[src/rtl/md_seq.sv]
// Iterative multiply/divide sequencer: 32-step shift-add multiply and
// restoring divide, with HI/LO results and a one-cycle write strobe.
module md_seq #(
    parameter int WIDTH = 32
) (
    input  logic             clk,
    input  logic             reset,
    input  logic             start,
    input  logic [1:0]       op,
    input  logic [WIDTH-1:0] a,
    input  logic [WIDTH-1:0] b,
    input  logic             flush,
    output logic             busy,
    output logic             ready,
    output logic             hilo_we,
    output logic [WIDTH-1:0] hi,
    output logic [WIDTH-1:0] lo
);

    localparam int CW = $clog2(WIDTH);
    localparam logic [CW-1:0] LAST = CW'(WIDTH - 1);

    typedef enum logic [2:0] {
        IDLE,
        PREP,
        RUN,
        FIX,
        DONE
    } state_t;

    state_t state;
    logic [CW-1:0] cnt;
    logic [1:0] op_q;
    logic [WIDTH-1:0] a_q;
    logic [WIDTH-1:0] b_q;
    logic [WIDTH-1:0] m;
    logic [WIDTH-1:0] p_hi;
    logic [WIDTH-1:0] p_lo;
    logic neg_q;
    logic neg_r;

    logic take;
    logic is_div;
    logic sgn_a;
    logic sgn_b;
    logic [WIDTH-1:0] mag_a;
    logic [WIDTH-1:0] mag_b;
    logic [WIDTH:0] mul_sum;
    logic [WIDTH:0] div_sh;
    logic div_ge;
    logic [WIDTH-1:0] div_rem;
    logic [2*WIDTH-1:0] prod;
    logic [2*WIDTH-1:0] prod_fix;

    always_comb begin
        take = start && (state == IDLE || state == DONE);
        is_div = op_q[1];
        sgn_a = !op_q[0] && a_q[WIDTH-1];
        sgn_b = !op_q[0] && b_q[WIDTH-1];
        mag_a = sgn_a ? -a_q : a_q;
        mag_b = sgn_b ? -b_q : b_q;
        mul_sum = {1'b0, p_hi} + {1'b0, m};
        // Partial remainder shifted left with the next dividend bit.
        div_sh = {p_hi, p_lo[WIDTH-1]};
        div_ge = div_sh >= {1'b0, m};
        div_rem = div_sh[WIDTH-1:0] - m;
        prod = {p_hi, p_lo};
        prod_fix = neg_q ? -prod : prod;
    end

    always_ff @(posedge clk or negedge reset) begin
        if (!reset) begin
            state <= IDLE;
            cnt <= '0;
            op_q <= '0;
            a_q <= '0;
            b_q <= '0;
            m <= '0;
            p_hi <= '0;
            p_lo <= '0;
            neg_q <= 1'b0;
            neg_r <= 1'b0;
            hi <= '0;
            lo <= '0;
        end else if (flush) begin
            state <= IDLE;
        end else begin
            if (take) begin
                op_q <= op;
                a_q <= a;
                b_q <= b;
            end
            unique case (state)
                IDLE: begin
                    if (start) state <= PREP;
                end
                PREP: begin
                    m <= is_div ? mag_b : mag_a;
                    p_lo <= is_div ? mag_a : mag_b;
                    p_hi <= '0;
                    neg_q <= sgn_a ^ sgn_b;
                    neg_r <= sgn_a;
                    cnt <= '0;
                    state <= RUN;
                end
                RUN: begin
                    if (is_div) begin
                        p_hi <= div_ge ? div_rem : div_sh[WIDTH-1:0];
                        p_lo <= {p_lo[WIDTH-2:0], div_ge};
                    end else if (p_lo[0]) begin
                        p_hi <= mul_sum[WIDTH:1];
                        p_lo <= {mul_sum[0], p_lo[WIDTH-1:1]};
                    end else begin
                        p_hi <= {1'b0, p_hi[WIDTH-1:1]};
                        p_lo <= {p_hi[0], p_lo[WIDTH-1:1]};
                    end
                    if (cnt == LAST) state <= FIX;
                    else cnt <= cnt + 1'b1;
                end
                FIX: begin
                    // Zero divisor leaves the raw dividend as remainder.
                    if (is_div && m == '0) begin
                        hi <= a_q;
                        lo <= '1;
                    end else if (is_div) begin
                        hi <= neg_r ? -p_hi : p_hi;
                        lo <= neg_q ? -p_lo : p_lo;
                    end else begin
                        {hi, lo} <= prod_fix;
                    end
                    state <= DONE;
                end
                DONE: begin
                    state <= start ? PREP : IDLE;
                end
                default: state <= IDLE;
            endcase
        end
    end

    assign busy = (state == PREP) || (state == RUN) || (state == FIX);
    assign ready = (state == DONE);
    assign hilo_we = ready;

endmodule
[config.mk]
export PLATFORM = sky130hd
export DESIGN_NAME = md_seq
export DESIGN_NICKNAME = d
export VERILOG_FILES = /design/src/rtl/md_seq.sv
export SDC_FILE = /design/constraint.sdc
export NUM_CORES = 1
export LEC_CHECK = 0
export ABC_CLOCK_PERIOD_IN_PS = 2920
export BUFFER_PORTS_ARGS = -buffer_cell sky130_fd_sc_hd__buf_4
export CAP_MARGIN = 20
export CORE_MARGIN = 3
export CORE_UTILIZATION = 56
export CTS_CLUSTER_DIAMETER = 120
export DETAILED_ROUTE_END_ITERATION = 10
export MAX_ROUTING_LAYER = met4
export PLACE_DENSITY = 0.78
export SETUP_SLACK_MARGIN = 0.02
export SYNTH_ARGS = -nofsm -noshare
export SYNTH_HDL_FRONTEND = slang
export SYNTH_SLANG_ARGS = --single-unit
[constraint.sdc]
create_clock -name clk -period 2.92 [get_ports clk]
set_input_delay 0.292 -clock clk [delete_from_list [all_inputs] [get_ports clk]]
set_output_delay 0.292 -clock clk [all_outputs]
set_load 0.01 [all_outputs]
==> impl_metrics.ini, run 1 <==
[power_and_ir_drop]
clkPwrFrac = 0.118
leakage_nw = 10.5
swShare = 0.479
p_int_mw = 16.2
total_power_mw = 31.2
pwr_density_cell_nw_per_um2 = 1300
switching_power_mw = 14.9
vdd_ir_drop_max_mv = 1.27
combPwrFrac = 0.692
power_frac_seq = 0.190

[min_path]
hold_path.class = in -> reg
min_delay_path_depth = 2

[clock_tree]
clock_latency_ns = 0.55
cts_root_buf = clkbuf_16
cts.path.max_buffers = 3
cts_sinks = 236
cts_tree = built
cts_htree_levels = 1
cts_buffers = 27
clk_pin_slew_ns = 0.06

[timing]
min_period_ns = 3.15
fmax_mhz = 317
clock-skew-final_ns = 0.0204
slew_headroom = 0.275
setup-tns-final_ns = -2.71
layout_setup_ws_ns = -0.232
finalHoldViolations = 1
rsz0062_at_grt = true
tightest_slew_ns = 1.09
slew_violations = 0
whs_ns = -0.00282
fin_crit_sh = 1.08
setup_violations = 34

[global_routing]
grtUsageTotal = 0.480
grt_pass1_vias = 19500
grt_pass1_wl_mm = 119
antenna_found_initial = 5
grt_use_met1 = 0.589
use_met3 = 0.146
grt_overflow = 0
grt_max_degree = 115
top_usage_layer = met2
grt_util_met2 = 0.710

[logic_synthesis]
yosysTopAreaCellShare = 0.340
synthFlopType = dfrtp_1
ys_warn_count = 0
synthTopCellsByArea = dfrtp_1 (34%), a21oi_1 (6.6%), ha_1 (5.0%)
yosysSeqAreaShare = 0.340
syn-num-nets = 2214
synth_async_sr_flop_share = 1.00
synth_edf_count = 0
netlist_instances = 2072
syn_area_per_cell_um2 = 8.37
synth_top_area_cell = dfrtp_1
synth_area_um2 = 17400
ys_ff_latch = 236
synth_cell_type_count = 91

[die]
io_pins = 137
die_x_um = 182
dieArea_um2 = 33100
num_rows = 63
start_util = 0.576
die_h_um = 182
coreArea_um2 = 30100

[run]
maxCapViolations = 0

[placed_design]
globalplace.congestion = 1.03
hpwl_mm = 53.2
place_worst_setup_slack_ns = -0.739
io_buffers = 136

[finish]
nFillCells = 1869
synthToLayoutAreaGrowth_pct = 37.9
multiInputGateArea_um2 = 11800
fin_util = 0.795
layout.nets = 2677
drive_above_1_share = 0.314
final-seq-area_um2 = 5920

[route]
ant_nets = 0
remaining_drc_errors = 2
drtPass1Iterations = 11
drt_wl_total_mm = 82.5
avgRoutedWirePerCell_um = 28.0
drt-initial-drc-count = 3171
vias = 20500
via_per_inst = 6.95

[worst_setup_path]
required_ns = 3.38
worst_setup_path_end_kind = flip-flop
worstSetupPathType = reg -> reg
startpoint_type = flip-flop
r2r_cells = 12
cp_max_fo = 12
crit_arrival_ns = 3.61

[outcome]
status = finished, violations left
violations = design-rule violations, negative hold slack, negative setup slack
## synthesized netlist by cell type (10+ instances only)
| master | number |
|---|---|
| o21ai_0 | 173 |
| o211ai_1 | 28 |
| nor4_1 | 21 |
| buf_2 | 11 |
| nand3_1 | 25 |
| nand2b_1 | 19 |
| nand4_1 | 18 |
| a21o_1 | 18 |
| mux2i_1 | 20 |
| buf_1 | 10 |
| a31oi_1 | 32 |
| nor3_1 | 49 |
| or3_1 | 19 |
| a211oi_1 | 29 |
| clkbuf_1 | 99 |
| or4_1 | 11 |
| dfrtp_1 | 236 |
| inv_1 | 62 |
| o221ai_1 | 11 |
| o31ai_1 | 31 |
| xor2_1 | 71 |
| mux2_2 | 69 |
| nand2_1 | 173 |
| o21ai_1 | 13 |
| and3_1 | 27 |
| nor2b_1 | 20 |
| nor2_1 | 204 |
| o22a_1 | 26 |
| ha_1 | 70 |
| a21oi_1 | 228 |
| xnor2_1 | 99 |
## worst paths after layout
| path | from | to | slack, ns |
|---|---|---|---|
| min in group asynchronous | reset | hi[24] | 0.39 |
| hold reg to reg | hi[18] | hi[18] | 0.49 |
| max in group asynchronous | reset | m[30] | 1.58 |
| setup reg to reg | m[8] | p_hi[7] | -0.23 |
| hold / removal | b[20] | b_q[20] | -0.003 |
| setup / recovery | m[8] | p_hi[7] | -0.23 |
## layout by cell type (no fill, tap or decap), types with 61 or more instances in the layout
master           n
a21oi_1        205
buf_4          470
dfrtp_1        227
dlygate4sd3_1   61
mux2_2          67
nand2_1        172
nor2_1         200
o21ai_0        149
xnor2_1         96
xor2_1          69
## through the flow
stage,instance area [um2],instances
after global placement,20900,2793
after detailed placement,20900,2793
final,23900,2951
after floorplan,17400,2072
after global routing,23900,2949
after CTS,23000,2921
## layout make-up
cell class                 count  share of cell area
clock inverter                10             0.00580
sequential                   236               0.247
clock buffer                  39              0.0330
timing repair buffer         562               0.191
inverter                      64              0.0100
multi-input combinational   1644               0.492
antenna                        6            0.000627
tap                          390              0.0204
## power groups by stage
stage / clock network (mW) / logic [mW] / registers, mW
5_1_grt: 3.77 / 22.6 / 6.00
4_1_cts: 3.59 / 19.0 / 5.67
2_1_floorplan: 0 / 9.75 / 5.80
6_report: 3.67 / 21.6 / 5.92
3_5_place_dp: 0 / 17.9 / 5.68
3_3_place_gp: 0 / 17.6 / 5.60
## state kept, by name (all words and copies together), names as in the netlist
register,cells
a_q,32
b_q,32
hi,32
lo,32
m,32
p_hi,32
p_lo,32
cnt,5
state,3
op_q,2
neg_q,1
neg_r,1
## per-layer routing
| metal | wire, um | share of wire |
|---|---|---|
| met5 | 0 | 0 |
| met1 | 28800 | 0.35 |
| met4 | 7010 | 0.085 |
| met2 | 35100 | 0.43 |
| met3 | 11500 | 0.14 |
## worst max-delay path, cell delays in order (launching register included)
cell	delay [ns]
dfrtp_1	0.39
inv_2	0.09
ha_4	0.29
buf_6	0.09
nand4_1	0.10
or3_4	0.43
or3_4	0.41
o21bai_4	0.16
o2111ai_4	0.23
buf_8	0.25
a21oi_1	0.27
a211oi_2	0.11
o21ai_2	0.23
## kinds of logic after synthesis
group / share of synthesized area
compound gates: 0.247
xor+xnor: 0.0858
simple gates: 0.172
flops: 0.340
fa+ha+maj: 0.0528
buf+inv: 0.0441
mux: 0.0576
## timing repair
item                                    4_1_cts  5_1_grt
endpoints found under the setup margin       42      123
hold buffers                                 61        0
pin swaps                                    23       64
resized for setup                            72      176
endpoints found under the hold margin       166        0
buffers inserted                             18       26
Note: power is estimated with default switching activity, not from simulation.
==> inputs of run 2 (changes only) <==
--- a/config.mk
+++ b/config.mk
@@ -12,9 +12,9 @@
 export CORE_UTILIZATION = 56
 export CTS_CLUSTER_DIAMETER = 120
 export DETAILED_ROUTE_END_ITERATION = 10
-export MAX_ROUTING_LAYER = met4
 export PLACE_DENSITY = 0.78
 export SETUP_SLACK_MARGIN = 0.02
+export SKIP_LAST_GASP = 1
 export SYNTH_ARGS = -nofsm -noshare
 export SYNTH_HDL_FRONTEND = slang
 export SYNTH_SLANG_ARGS = --single-unit
==> run 2 against run 1 <==
Against the previous run:
- the flow finishes with violations (negative hold slack, negative setup slack)
- sequential power down 0.8%
- worst setup slack better by 0.11 ns
- total power down 5.8%
- die area unchanged
- critical path depth down 2
- via count down 6.1%
- first-iteration DRC count down 15%
- largest power group unchanged
==> impl_metrics.ini, run 2 (synthesized netlist as in run 1, its figures left out) <==
[route]
drtPass1Iterations = 8
vias = 19300
drt_wl_total_mm = 74.0
remaining_drc_errors = 0
via_per_inst = 6.63
ant_nets = 0
avgRoutedWirePerCell_um = 25.5
drt-initial-drc-count = 2705

[timing]
whs_ns = -0.0197
fmax_mhz = 329
slew_violations = 0
setup_violations = 24
tightest_slew_ns = 0.876
slew_headroom = 0.416
min_period_ns = 3.04
layout_setup_ws_ns = -0.122
clock-skew-final_ns = 0.0167
rsz0062_at_grt = true
finalHoldViolations = 1
fin_crit_sh = 1.04
setup-tns-final_ns = -0.833

[clock_tree]
clock_latency_ns = 0.55
cts_buffers = 27
cts.path.max_buffers = 3
cts_htree_levels = 1
cts_root_buf = clkbuf_16
clk_pin_slew_ns = 0.07
cts_tree = built
cts_sinks = 236

[worst_setup_path]
rrSetupSlack_ns = -0.12
r2r_cells = 10
reg2reg_to = m[17]
cp_max_fo = 4
timing.critical_path.cells = nor4_2 -> buf_4 -> nand2b_1 -> nor4_1 -> nand2_1 -> o41ai_1 -> xor2_1 -> o21ai_0 -> nand2_1 -> o21ai_0
worst_setup_path_end_kind = flip-flop
startpoint_type = flip-flop
crit_arrival_ns = 3.45
critPathSlowestCell = nor4_1
timing.rr.start = a_q[4]
worstSetupPathType = reg -> reg
cpPeakStageDelay_ns = 0.45
required_ns = 3.33

[global_routing]
top_usage_layer = met2
grt_overflow = 0
grt_use_met1 = 0.535
grt_util_met2 = 0.642
grt_pass1_wl_mm = 107
grt_pass1_vias = 18200
grtUsageTotal = 0.417
use_met3 = 0.112
antenna_found_initial = 1
grt_max_degree = 80

[power_and_ir_drop]
switching_power_mw = 13.8
vdd_ir_drop_max_mv = 0.810
swShare = 0.469
pwr_density_cell_nw_per_um2 = 1260
combPwrFrac = 0.684
clkPwrFrac = 0.117
p_int_mw = 15.6
power_frac_seq = 0.200
leakage_nw = 10.3

[min_path]
hold_start = a[24]
hold_end = a_q[24]
hold_path.class = in -> reg
min_delay_path_depth = 2

[die]
num_rows = 63
start_util = 0.576
die_h_um = 182
coreArea_um2 = 30100
io_pins = 137
die_x_um = 182
dieArea_um2 = 33100

[finish]
antenna_cells = 0
drive_above_1_share = 0.291
nFillCells = 2025
layout_commonest_cell = buf_4
layout.nets = 2640
synthToLayoutAreaGrowth_pct = 34.6
fin_util = 0.775
layout_common_cells = buf_4 (431), dfrtp_1 (231), a21oi_1 (216)

[outcome]
status = finished, violations left
violations = negative hold slack, negative setup slack

[placed_design]
globalplace.congestion = 1.03
hpwl_mm = 50.9
io_buffers = 136

[run]
maxCapViolations = 0
[run 2: changes by cell type in the layout (fill, tap and decap cells not counted), moves of 4 or more]
cell and change:
dfrtp_1 +4, buf_4 -39, clkinv_2 +5, dlygate4sd3_1 +5, o21ai_1 -7, diode_2 -6, o21ai_0 +4, dfrtp_2 -4
a21oi_1 +11, a31oi_4 -4, ha_1 -5, a21oi_2 -9, clkinvlp_4 -4
[run 2: worst max-delay path: cells and delay by family, from the launching register on]
kind / cells / cell delay, ns
buffers and inverters: 1 / 0.18
xor gates and xnor gates: 1 / 0.40
and+or+nand+nor: 5 / 1.31
AOI/OAI and AO/OA: 3 / 0.61
DFF: 1 / 0.39
[run 2: power groups by stage]
stage / sequential, mW / clock [mW] / combinational (mW)
floorplan: 5.80 / 0 / 9.75
global placement: 5.63 / 0 / 16.9
detailed placement: 5.69 / 0 / 17.1
CTS: 5.69 / 3.38 / 18.4
global route: 5.96 / 3.52 / 21.3
finish: 5.87 / 3.43 / 20.1
[run 2: cell type report]
| class | count | area, um2 | area share |
|---|---|---|---|
| Multi-Input combinational cell | 1644 | 11600 | 0.496 |
| Timing Repair Buffer | 525 | 4270 | 0.183 |
| Clock buffer | 38 | 757 | 0.0324 |
| Clock inverter | 10 | 104 | 0.00445 |
| Tap cell | 390 | 488 | 0.0209 |
| Inverter | 64 | 240 | 0.0103 |
| Sequential cell | 236 | 5910 | 0.253 |
[run 2: per-stage QoR]
step | total power, mW | instance area (um2) | instances | worst slack [ns]
final | 29.4 | 23300 | 2907 | -0.122
after global routing | 30.8 | 23300 | 2907 | -0.227
after CTS | 27.5 | 22700 | 2884 | -0.0867
after detailed placement | 22.8 | 20600 | 2752 | -0.391
after global placement | 22.5 | 20600 | 2752 | -0.352
after floorplan | 15.6 | 17400 | 2072 | 0.0196
[run 2: repair_timing]
| action | in CTS | in global routing |
|---|---|---|
| resized for setup | 91 | 107 |
| hold buffers | 64 | 2 |
| setup buffers | 20 | 21 |
| setup endpoints to repair | 37 | 72 |
| pin swaps | 46 | 46 |
| hold endpoints to repair | 137 | 2 |
[run 2: routing by layer]
metal  wire [um]  up-vias
li1            -     8397
met1       27200     9219
met2       32800     1365
met3        9120      289
met4        4930        0
met5           0        -
[run 2: worst max-delay path by stage]
stage	cells after the start	start	slack [ns]	end
finish	10	a_q[4]	-0.12	m[17]
global route	10	a_q[4]	-0.23	m[17]
CTS	13	m[0]	-0.09	p_hi[28]
detailed placement	10	m[2]	-0.39	p_hi[28]
global placement	10	m[6]	-0.35	p_hi[28]
floorplan	13	p_lo[31]	0.02	p_hi[28]
